<file path="src/rtl/skid_pkg.sv">
// -----------------------------------------------------------------------------
// skid_pkg
// Shared types and constants for the operand skid buffer and its optional
// performance counter.
//   skid_state_t       : occupancy of the 2-entry buffer (EMPTY / ONE / TWO)
//   SKID_DEFAULT_WIDTH : default data width of the operand mux output
//   STALL_CNT_MAX      : saturation value of the stall-cycle counter
// -----------------------------------------------------------------------------
package skid_pkg;

    typedef enum logic [1:0] {
        EMPTY,
        ONE,
        TWO
    } skid_state_t;

    localparam int          SKID_DEFAULT_WIDTH = 32;
    localparam logic [31:0] STALL_CNT_MAX      = 32'hFFFF_FFFF;

endpackage : skid_pkg

</file>
<file path="src/rtl/skid_perf_counter.sv">
// -----------------------------------------------------------------------------
// skid_perf_counter
// Saturating 32-bit event counter with enable. Counts one per clock while
// i_en is high and sticks at STALL_CNT_MAX. Only rst_n clears it.
// Ports:
//   clk      : clock, rising edge
//   rst_n    : asynchronous active-low reset (count -> 0)
//   i_en     : count this cycle
//   o_count  : current count
// -----------------------------------------------------------------------------
module skid_perf_counter
    import skid_pkg::*;
(
    input  logic        clk,
    input  logic        rst_n,
    input  logic        i_en,
    output logic [31:0] o_count
);

    logic [31:0] r_count;

    // NOTE: sequential state is written with non-blocking assignments only, so
    // every flop samples pre-edge values regardless of block evaluation order.
    always_ff @(posedge clk or negedge rst_n) begin
        if (!rst_n) begin
            r_count <= '0;
        end else if (i_en && (r_count != STALL_CNT_MAX)) begin
            r_count <= r_count + 32'd1;
        end
    end

    assign o_count = r_count;

endmodule : skid_perf_counter

</file>
<file path="src/rtl/operand_skid_buffer.sv">
// -----------------------------------------------------------------------------
// operand_skid_buffer
// Registered valid/ready stage after the 32-bit 2:1 operand mux. A 2-entry
// skid buffer (main + skid) lets in_ready be decoded purely from the state
// register while still sustaining one transfer per cycle.
// Ports:
//   clk, rst_n          : clock (rising edge), async active-low reset
//   flush               : synchronous flush, drops all stored words
//   in_valid / in_data  : upstream word from the operand mux
//   in_ready            : buffer can accept (state register only)
//   out_valid/out_data  : main entry towards the execute stage
//   out_ready           : downstream accepts
//   stall_cycles        : only with OPERAND_SKID_PERF_EN defined; saturating
//                         count of cycles with in_valid=1 and in_ready=0
// Build option: define OPERAND_SKID_PERF_EN to add the stall counter.
// -----------------------------------------------------------------------------
module operand_skid_buffer
    import skid_pkg::*;
#(
    parameter int WIDTH = SKID_DEFAULT_WIDTH
) (
    input  logic             clk,
    input  logic             rst_n,
    input  logic             flush,
    input  logic             in_valid,
    input  logic [WIDTH-1:0] in_data,
    output logic             in_ready,
    output logic             out_valid,
    output logic [WIDTH-1:0] out_data,
`ifdef OPERAND_SKID_PERF_EN
    output logic [31:0]      stall_cycles,
`endif
    input  logic             out_ready
);

    skid_state_t      r_state;
    skid_state_t      w_state_nxt;
    logic [WIDTH-1:0] r_main;
    logic [WIDTH-1:0] r_skid;

    logic w_in_fire;
    logic w_out_fire;
    logic w_load_main;      // main <= in_data
    logic w_main_from_skid; // main <= skid (drain the skid entry)
    logic w_load_skid;      // skid <= in_data

    assign in_ready   = (r_state != TWO);
    assign out_valid  = (r_state != EMPTY);
    assign out_data   = r_main;

    assign w_in_fire  = in_valid & in_ready;
    assign w_out_fire = out_valid & out_ready;

    // NOTE: every signal driven here gets a default first, so no path through
    // the case/if leaves a signal unassigned and no latch is inferred.
    always_comb begin
        w_state_nxt      = r_state;
        w_load_main      = 1'b0;
        w_main_from_skid = 1'b0;
        w_load_skid      = 1'b0;

        unique case (r_state)
            EMPTY: begin
                if (w_in_fire) begin
                    w_state_nxt = ONE;
                    w_load_main = 1'b1;
                end
            end
            ONE: begin
                if (w_in_fire && w_out_fire) begin
                    w_load_main = 1'b1;
                end else if (w_in_fire) begin
                    w_state_nxt = TWO;
                    w_load_skid = 1'b1;
                end else if (w_out_fire) begin
                    w_state_nxt = EMPTY;
                end
            end
            TWO: begin
                if (w_out_fire) begin
                    w_state_nxt      = ONE;
                    w_main_from_skid = 1'b1;
                end
            end
            default: w_state_nxt = EMPTY;
        endcase

        // Flush wins over any transfer in the same cycle.
        if (flush) begin
            w_state_nxt      = EMPTY;
            w_load_main      = 1'b0;
            w_main_from_skid = 1'b0;
            w_load_skid      = 1'b0;
        end
    end

    always_ff @(posedge clk or negedge rst_n) begin
        if (!rst_n) begin
            r_state <= EMPTY;
        end else begin
            r_state <= w_state_nxt;
        end
    end

    // NOTE: the two data words are ordinary registers (not a RAM), so they take
    // the async reset and out_data reads 0 straight out of reset.
    always_ff @(posedge clk or negedge rst_n) begin
        if (!rst_n) begin
            r_main <= '0;
            r_skid <= '0;
        end else begin
            if (w_load_main) begin
                r_main <= in_data;
            end else if (w_main_from_skid) begin
                r_main <= r_skid;
            end
            if (w_load_skid) begin
                r_skid <= in_data;
            end
        end
    end

`ifdef OPERAND_SKID_PERF_EN
    logic w_stall;
    assign w_stall = in_valid & ~in_ready;

    skid_perf_counter u_perf (
        .clk     (clk),
        .rst_n   (rst_n),
        .i_en    (w_stall),
        .o_count (stall_cycles)
    );
`endif

endmodule : operand_skid_buffer

</file>
<file path="config.mk">
export PLATFORM = sky130hd
export DESIGN_NAME = operand_skid_buffer
export DESIGN_NICKNAME = d
export VERILOG_FILES = /design/src/rtl/skid_pkg.sv /design/src/rtl/skid_perf_counter.sv /design/src/rtl/operand_skid_buffer.sv
export SDC_FILE = /design/constraint.sdc
export NUM_CORES = 1
export LEC_CHECK = 0
export ABC_CLOCK_PERIOD_IN_PS = 1900
export CAP_MARGIN = 30
export CORE_MARGIN = 5
export CORE_UTILIZATION = 49
export CTS_CLUSTER_SIZE = 30
export DETAILED_ROUTE_END_ITERATION = 10
export PLACE_DENSITY_LB_ADDON = 0.12
export SLEW_MARGIN = 30
export SYNTH_ARGS = -nofsm -noshare
export SYNTH_HDL_FRONTEND = slang
export SYNTH_HIERARCHICAL = 1
export SYNTH_SLANG_ARGS = --single-unit
</file>
<file path="constraint.sdc">
create_clock -name clk -period 1.9 [get_ports clk]
set_input_delay 0.19 -clock clk [delete_from_list [all_inputs] [get_ports clk]]
set_output_delay 0.19 -clock clk [all_outputs]
set_load 0.01 [all_outputs]
</file>
==> impl_results.md, run 1 <==
- Status: completed
- Vias/cell: 5.46
- DRC viols: 0
- Max Freq: 567 MHz
- Met2 Use GR: 27.9%
- Port bufs: 70
- Sw frac: 24.4%
- Worst-skew pair later-pin latency: 340 ps
- Die span in x: 87.4 um
- Vias in the first global route: 2121
- Total GRT Usage: 18.3%
- Final wirelength: 6210 um
- Critical-path cell list: or2_2, clkdlybuf4s50_1
- Synth Area in XOR/XNOR: 0%
- Initial antenna violation count: 0
- Area contributors post-synth: dfrtp_1, mux2_4, a221o_1, and2_2, buf_6
- Slowest stage cell, crit path: clkdlybuf4s50_1
- Critical Path Max Stage Delay: 480 ps
- CTS H-tree lvls: 3
- R2R Path End: r_skid[31]
- Final Power: 4090 uW
- Final hold violation count: 0
- Req. time, crit path: 1710 ps
- Iter 0 DRT Violations: 126
- Worst slew pin tran: 486 ps
- CP Launch Type: flip-flop
- Critical Path AT: 1570 ps
- Yosys top cell area share: 56.3%
- CTS max path bufs: 2
- EDFF count, synth: 0
- Final Setup Violations: 0
- Gate power share: 23.9%
- Nets@finish: 304
- Post-synthesis mux area share: 16.7%
- Syn nets: 226
- VDD IR max: 0.498 mV
- R2R setup slack: 370 ps
- Worst-path maximum fanout: 6
- Layout cells sized above 1: 33.5%
- Slew HR: 67.6%
- Placer Congestion: 0.719
- RSZ-0062 raised after global routing: false
- Crit path capture: out_valid
- Clk slew on worst S/H paths: 70 ps
- GR Overflow Total: 0
- Most frequent cells after synthesis: dfrtp_1, a221o_1, and2_2
- Levels on crit path: 2
- Gr busiest metal: met2
- Post-synth ARST share: 100%
- CTS root buf: clkbuf_8
- Area growth from synthesis to layout: 33.2%
- Clk pwr share: 28.9%
- CTS tree: built
- Buf/Inv on CP: 1
- Total die area: 7640 um2
- Internal power: 3090 uW
- Core Area: 5890 um2
- Final ANT Viol Nets: 0
- CTS resizes: 0
- CTS sink cnt: 66
- Inserted Diodes: 0
- Chip height: 87.4 um
- Largest net degree at the start of global routing: 34
- # rows: 28
- Post-synthesis compound-gate area fraction: 11.7%
- Syn Std Cell Area: 2940 um2
- Sequential fraction of the synthesis area: 56.3%
- Syn Inst Count: 189
- CP startpoint: r_state[1]
- Post-synth top area cell: dfrtp_1
- Max-slew violation count: 0
- Met1 GRT Util: 24.5%
- Hold crit path type: in -> async
- CP Capture Type: output port
- Psw: 997 uW
- Dominant synthesized flop cell: dfrtp_1
- Cell with the most instances after synthesis: dfrtp_1
- Main combinational cell family by area after synthesis: multiplexers
- DR WL/cell: 17.9 um
- Drt first pass iters: 4
- Layout Skew: 5.91 ps
- Reg-to-Reg Start: r_state[1]
- First-pass GRT wire length: 10700 um
- Leakage: 0.00180 uW
- Top delay family on crit path: buffers and inverters
- Min cycle time layout: 1760 ps
- HPWL Detailed: 4070 um
- Post-Synth Adder-Cell Area: 0%
- Initial core utilization: 49.9%
- Setup CP Type: reg -> out
- Top-Level Pins: 71
- Max Cap Viol: 0
- Fin crit share: 92.8%
- Synthesized area per cell: 15.5 um2
- DR vias: 1895
- Flop pwr share: 47.2%
- Simple-Gate Fraction of Synth Area: 11.0%
- Setup TNS: 0 ps
- YS warnings: 6
- GR Layer Usage met3: 4.35%
- R2R depth: 4
- Count of cell types in the netlist: 18
- Cell area power density: 1050 nW/um2
- Total CTS buffers: 9
- Synthesized flop and latch total: 66
-- per-stage QoR --
step | hold slack, ps | area, um2 | utilization (%) | worst slack [ps] | instances
4_1_cts | 352 | 3910 | 66.4 | 117 | 347
3_5_place_dp | 177 | 3700 | 62.9 | 110 | 330
2_1_floorplan | -106 | 2940 | - | 486 | 189
5_1_grt | 389 | 3910 | 66.4 | 77.0 | 347
3_3_place_gp | 176 | 3700 | 62.9 | 144 | 330
6_report | 341 | 3910 | 66.4 | 136 | 347
-- worst min-delay path by stage --
stage / slack [ps] / start / endpoint / cells past startpoint
detailed placement: 180 / rst_n / out_data[16] / 1
CTS: 350 / rst_n / out_data[16] / 2
floorplan: -110 / rst_n / out_data[0] / 0
global placement: 180 / rst_n / r_skid[16] / 1
global route: 390 / rst_n / out_data[16] / 2
finish: 340 / rst_n / out_data[13] / 2
-- power by group through the flow --
stage	sequential, uW	clock (uW)	combinational [uW]
finish	1930	1180	976
global route	1980	1270	1050
CTS	1930	1210	992
detailed placement	1950	0	984
global placement	1940	0	963
floorplan	1960	0	489
-- cell families (layout without fill, tap and decap cells) --
logic type	Yosys count	after routing
and+or+nand+nor	41	41
AOI/OAI and AO/OA	35	35
DFF	66	66
muxes	34	34
buffers and inverters	13	96
-- metal layers --
metal  routed length, um  vias up
met3                 362        9
met1                2840      966
met2                2910       54
met4                 104        0
li1                    -      866
met5                   0        -
-- flip-flops by register name, indices dropped and copies added, names as in the netlist --
name / cells
r_skid: 32
r_state: 2
out_data: 32
-- layout by cell type (no fill, tap or decap), drive strengths merged --
cell / netlist / final
dlygate4sd3: 0 / 1
o31ai: 2 / 2
clkinv: 0 / 1
a21oi: 1 / 1
bufinv: 0 / 1
nor3b: 1 / 1
or2: 1 / 1
mux2: 32 / 32
and2: 33 / 33
nand2b: 2 / 2
nor2b: 1 / 1
dfrtp: 66 / 66
or3: 1 / 1
a221o: 32 / 32
clkdlybuf4s50: 0 / 69
buf: 13 / 10
clkbuf: 0 / 14
nand2: 1 / 1
and4bb: 1 / 1
mux2i: 2 / 2
-- repair_timing --
item / in CTS / in global routing
hold endpoints to repair: 17 / 0
setup buffers: 0 / 0
endpoints found under the setup margin: 0 / 0
hold buffers: 1 / 0
-- area by class of cell --
cell class              instances  area, um2
flip-flops and latches         66       1650
well taps                      75       93.8
fillers                       439       1980
multi-input cells             110       1160
repair buffers                 80        811
clock inverters                 2       35.0
clock buffers                  14        163
(Power assumes the default switching activity.)
==> run 2: changes to the inputs <==
--- a/config.mk
+++ b/config.mk
@@ -6,11 +6,12 @@
 export NUM_CORES = 1
 export LEC_CHECK = 0
 export ABC_CLOCK_PERIOD_IN_PS = 1900
-export CAP_MARGIN = 30
+export CAP_MARGIN = 15
 export CORE_MARGIN = 5
 export CORE_UTILIZATION = 49
-export CTS_CLUSTER_SIZE = 30
+export CTS_CLUSTER_SIZE = 16
 export DETAILED_ROUTE_END_ITERATION = 10
+export GPL_TIMING_DRIVEN = 0
 export PLACE_DENSITY_LB_ADDON = 0.12
 export SLEW_MARGIN = 30
 export SYNTH_ARGS = -nofsm -noshare
==> run 2 against run 1 <==
  * Utilization is 0.43 points higher
  * Combinational power barely moved
  * Highest routed layer unchanged
  * First-iteration DRC count decreased by 7.1%
  * Via count decreased by 1.1%
  * Final cell count is 1.2% higher
  * Clock-buffer cell count decreased by 2
  * Die area unchanged
  * Worst setup slack gained 1.7 ps
  * Sequential cell count unchanged
==> impl_results.md, run 2 (synthesis results as in run 1) <==
- Status: completed
- Worst-path maximum fanout: 6
- Initial core utilization: 49.9%
- Commonest non-fill, non-tap cell in the layout: clkdlybuf4s50_1
- Total GRT Usage: 17.9%
- Max-slew violation count: 0
- CTS tree: built
- Postcts setup bufs: 0
- DR vias: 1874
- DRC viols: 0
- Clk slew on worst S/H paths: 70 ps
- Critical Path AT: 1570 ps
- CTS H-tree lvls: 3
- First-pass GRT wire length: 10300 um
- Core Area: 5890 um2
- GR Overflow Total: 0
- Setup CP Type: reg -> out
- Layout filler cell count: 430
- Fin crit share: 92.7%
- Min cycle time layout: 1760 ps
- DR WL/cell: 18.0 um
- Hold crit path type: in -> async
- RSZ-0062 raised after global routing: false
- Seq. cell area: 1650 um2
- Final hold violation count: 0
- Max Cap Viol: 0
- Met1 GRT Util: 23.8%
- CP Capture Type: output port
- Largest net degree at the start of global routing: 48
- Worst-skew pair later-pin latency: 330 ps
- HPWL Detailed: 4250 um
- Layout cells sized above 1: 35.1%
- Chip height: 87.4 um
- Gr busiest metal: met2
- # rows: 28
- Final wirelength: 6310 um
- Final Setup Violations: 0
- Critical Path Max Stage Delay: 480 ps
- VDD IR max: 0.626 mV
- Die span in x: 87.4 um
- Final ANT Viol Nets: 0
- CP Launch Type: flip-flop
- Final std cells w/o fill: 351
- R2R setup slack: 330 ps
- Most frequent cells in the layout: clkdlybuf4s50_1, dfrtp_1, and2_2, a221o_1, mux2_4
- Req. time, crit path: 1710 ps
- CTS root buf: clkbuf_8
- Placer Congestion: 0.748
- Initial antenna violation count: 0
- Leakage: 0.00183 uW
- Placed insts: 335
- Vias in the first global route: 2058
- Total die area: 7640 um2
- GR Layer Usage met3: 6.24%
- Inserted Diodes: 0
- Drt first pass iters: 4
- Hold_ws: 271 ps
- Top-Level Pins: 71
- CTS sink cnt: 66
- Util after Layout: 66.9%
- Nets@finish: 309
- Layout Skew: 6.28 ps
- Met2 Use GR: 26.6%
- Worst slew pin tran: 341 ps
- Total CTS buffers: 9
- Slowest stage cell, crit path: clkdlybuf4s50_1
- CTS max path bufs: 2
- Area of the multi-input gates: 1160 um2
- Area growth from synthesis to layout: 34.1%
- Slew HR: 77.3%
- Critical-path cell list: or2_2, clkdlybuf4s50_1
- Max Freq: 568 MHz
- Vias/cell: 5.34
- Iter 0 DRT Violations: 117
- Cell area power density: 1010 nW/um2
- Port bufs: 70
[run 2: cell types whose count changed in the layout (fill, tap and decap cells not counted), sizes merged]
cell    change
bufinv      -1
clkbuf      -2
buf         +5
clkinv      +2
[run 2: final timing paths]
| kind | start | endpoint | cells after the start |
|---|---|---|---|
| min in group clk | in_data[0] | r_skid[0] | 2 |
| setup reg to reg | r_state[1] | r_skid[27] | 4 |
| setup / recovery | r_state[1] | out_valid | 2 |
| max in group asynchronous | rst_n | r_skid[30] | 3 |
| hold reg to reg | r_skid[0] | r_skid[0] | 1 |
| hold / removal | rst_n | out_data[16] | 2 |
[run 2: per-stage QoR]
step           TNS [ps]  total power [uW]  setup slack [ps]  cell area (um2)
3_5_place_dp          0              2950              9.72             3750
4_1_cts               0              4010               117             3940
3_3_place_gp    -105490              2920             -1600             3730
5_1_grt               0              4170              72.3             3940
6_report              0              3960               138             3940
2_1_floorplan         0              2450               486             2940
[run 2: worst max-delay path: cells and delay by family (launching register included)]
kind          cells  cell delay (ps)
buf+inv           1              480
flops             1              460
simple gates      1              300
[run 2: final cells by class]
cell class              count  share of cell area, %
flip-flops and latches     66                   42.0
multi-input cells         110                   29.4
repair buffers             72                   18.7
clock buffers              12                   3.94
plain buffers              13                   3.24
well taps                  75                   2.38
clock inverters             3                  0.382
[run 2: what timing repair did]
action                                 4_1_cts  5_1_grt
resized for setup                            0        0
hold buffers                                 1        0
endpoints found under the hold margin       19        0
[run 2: routing by layer]
layer	vias up	routed length (um)
met1	944	2840
met4	0	95
met5	-	0
met3	12	393
met2	53	2980
li1	865	-
[run 2: where the power goes]
part           switching (uW)  internal (uW)
sequential                179           1750
clock                     504            531
combinational             316            684
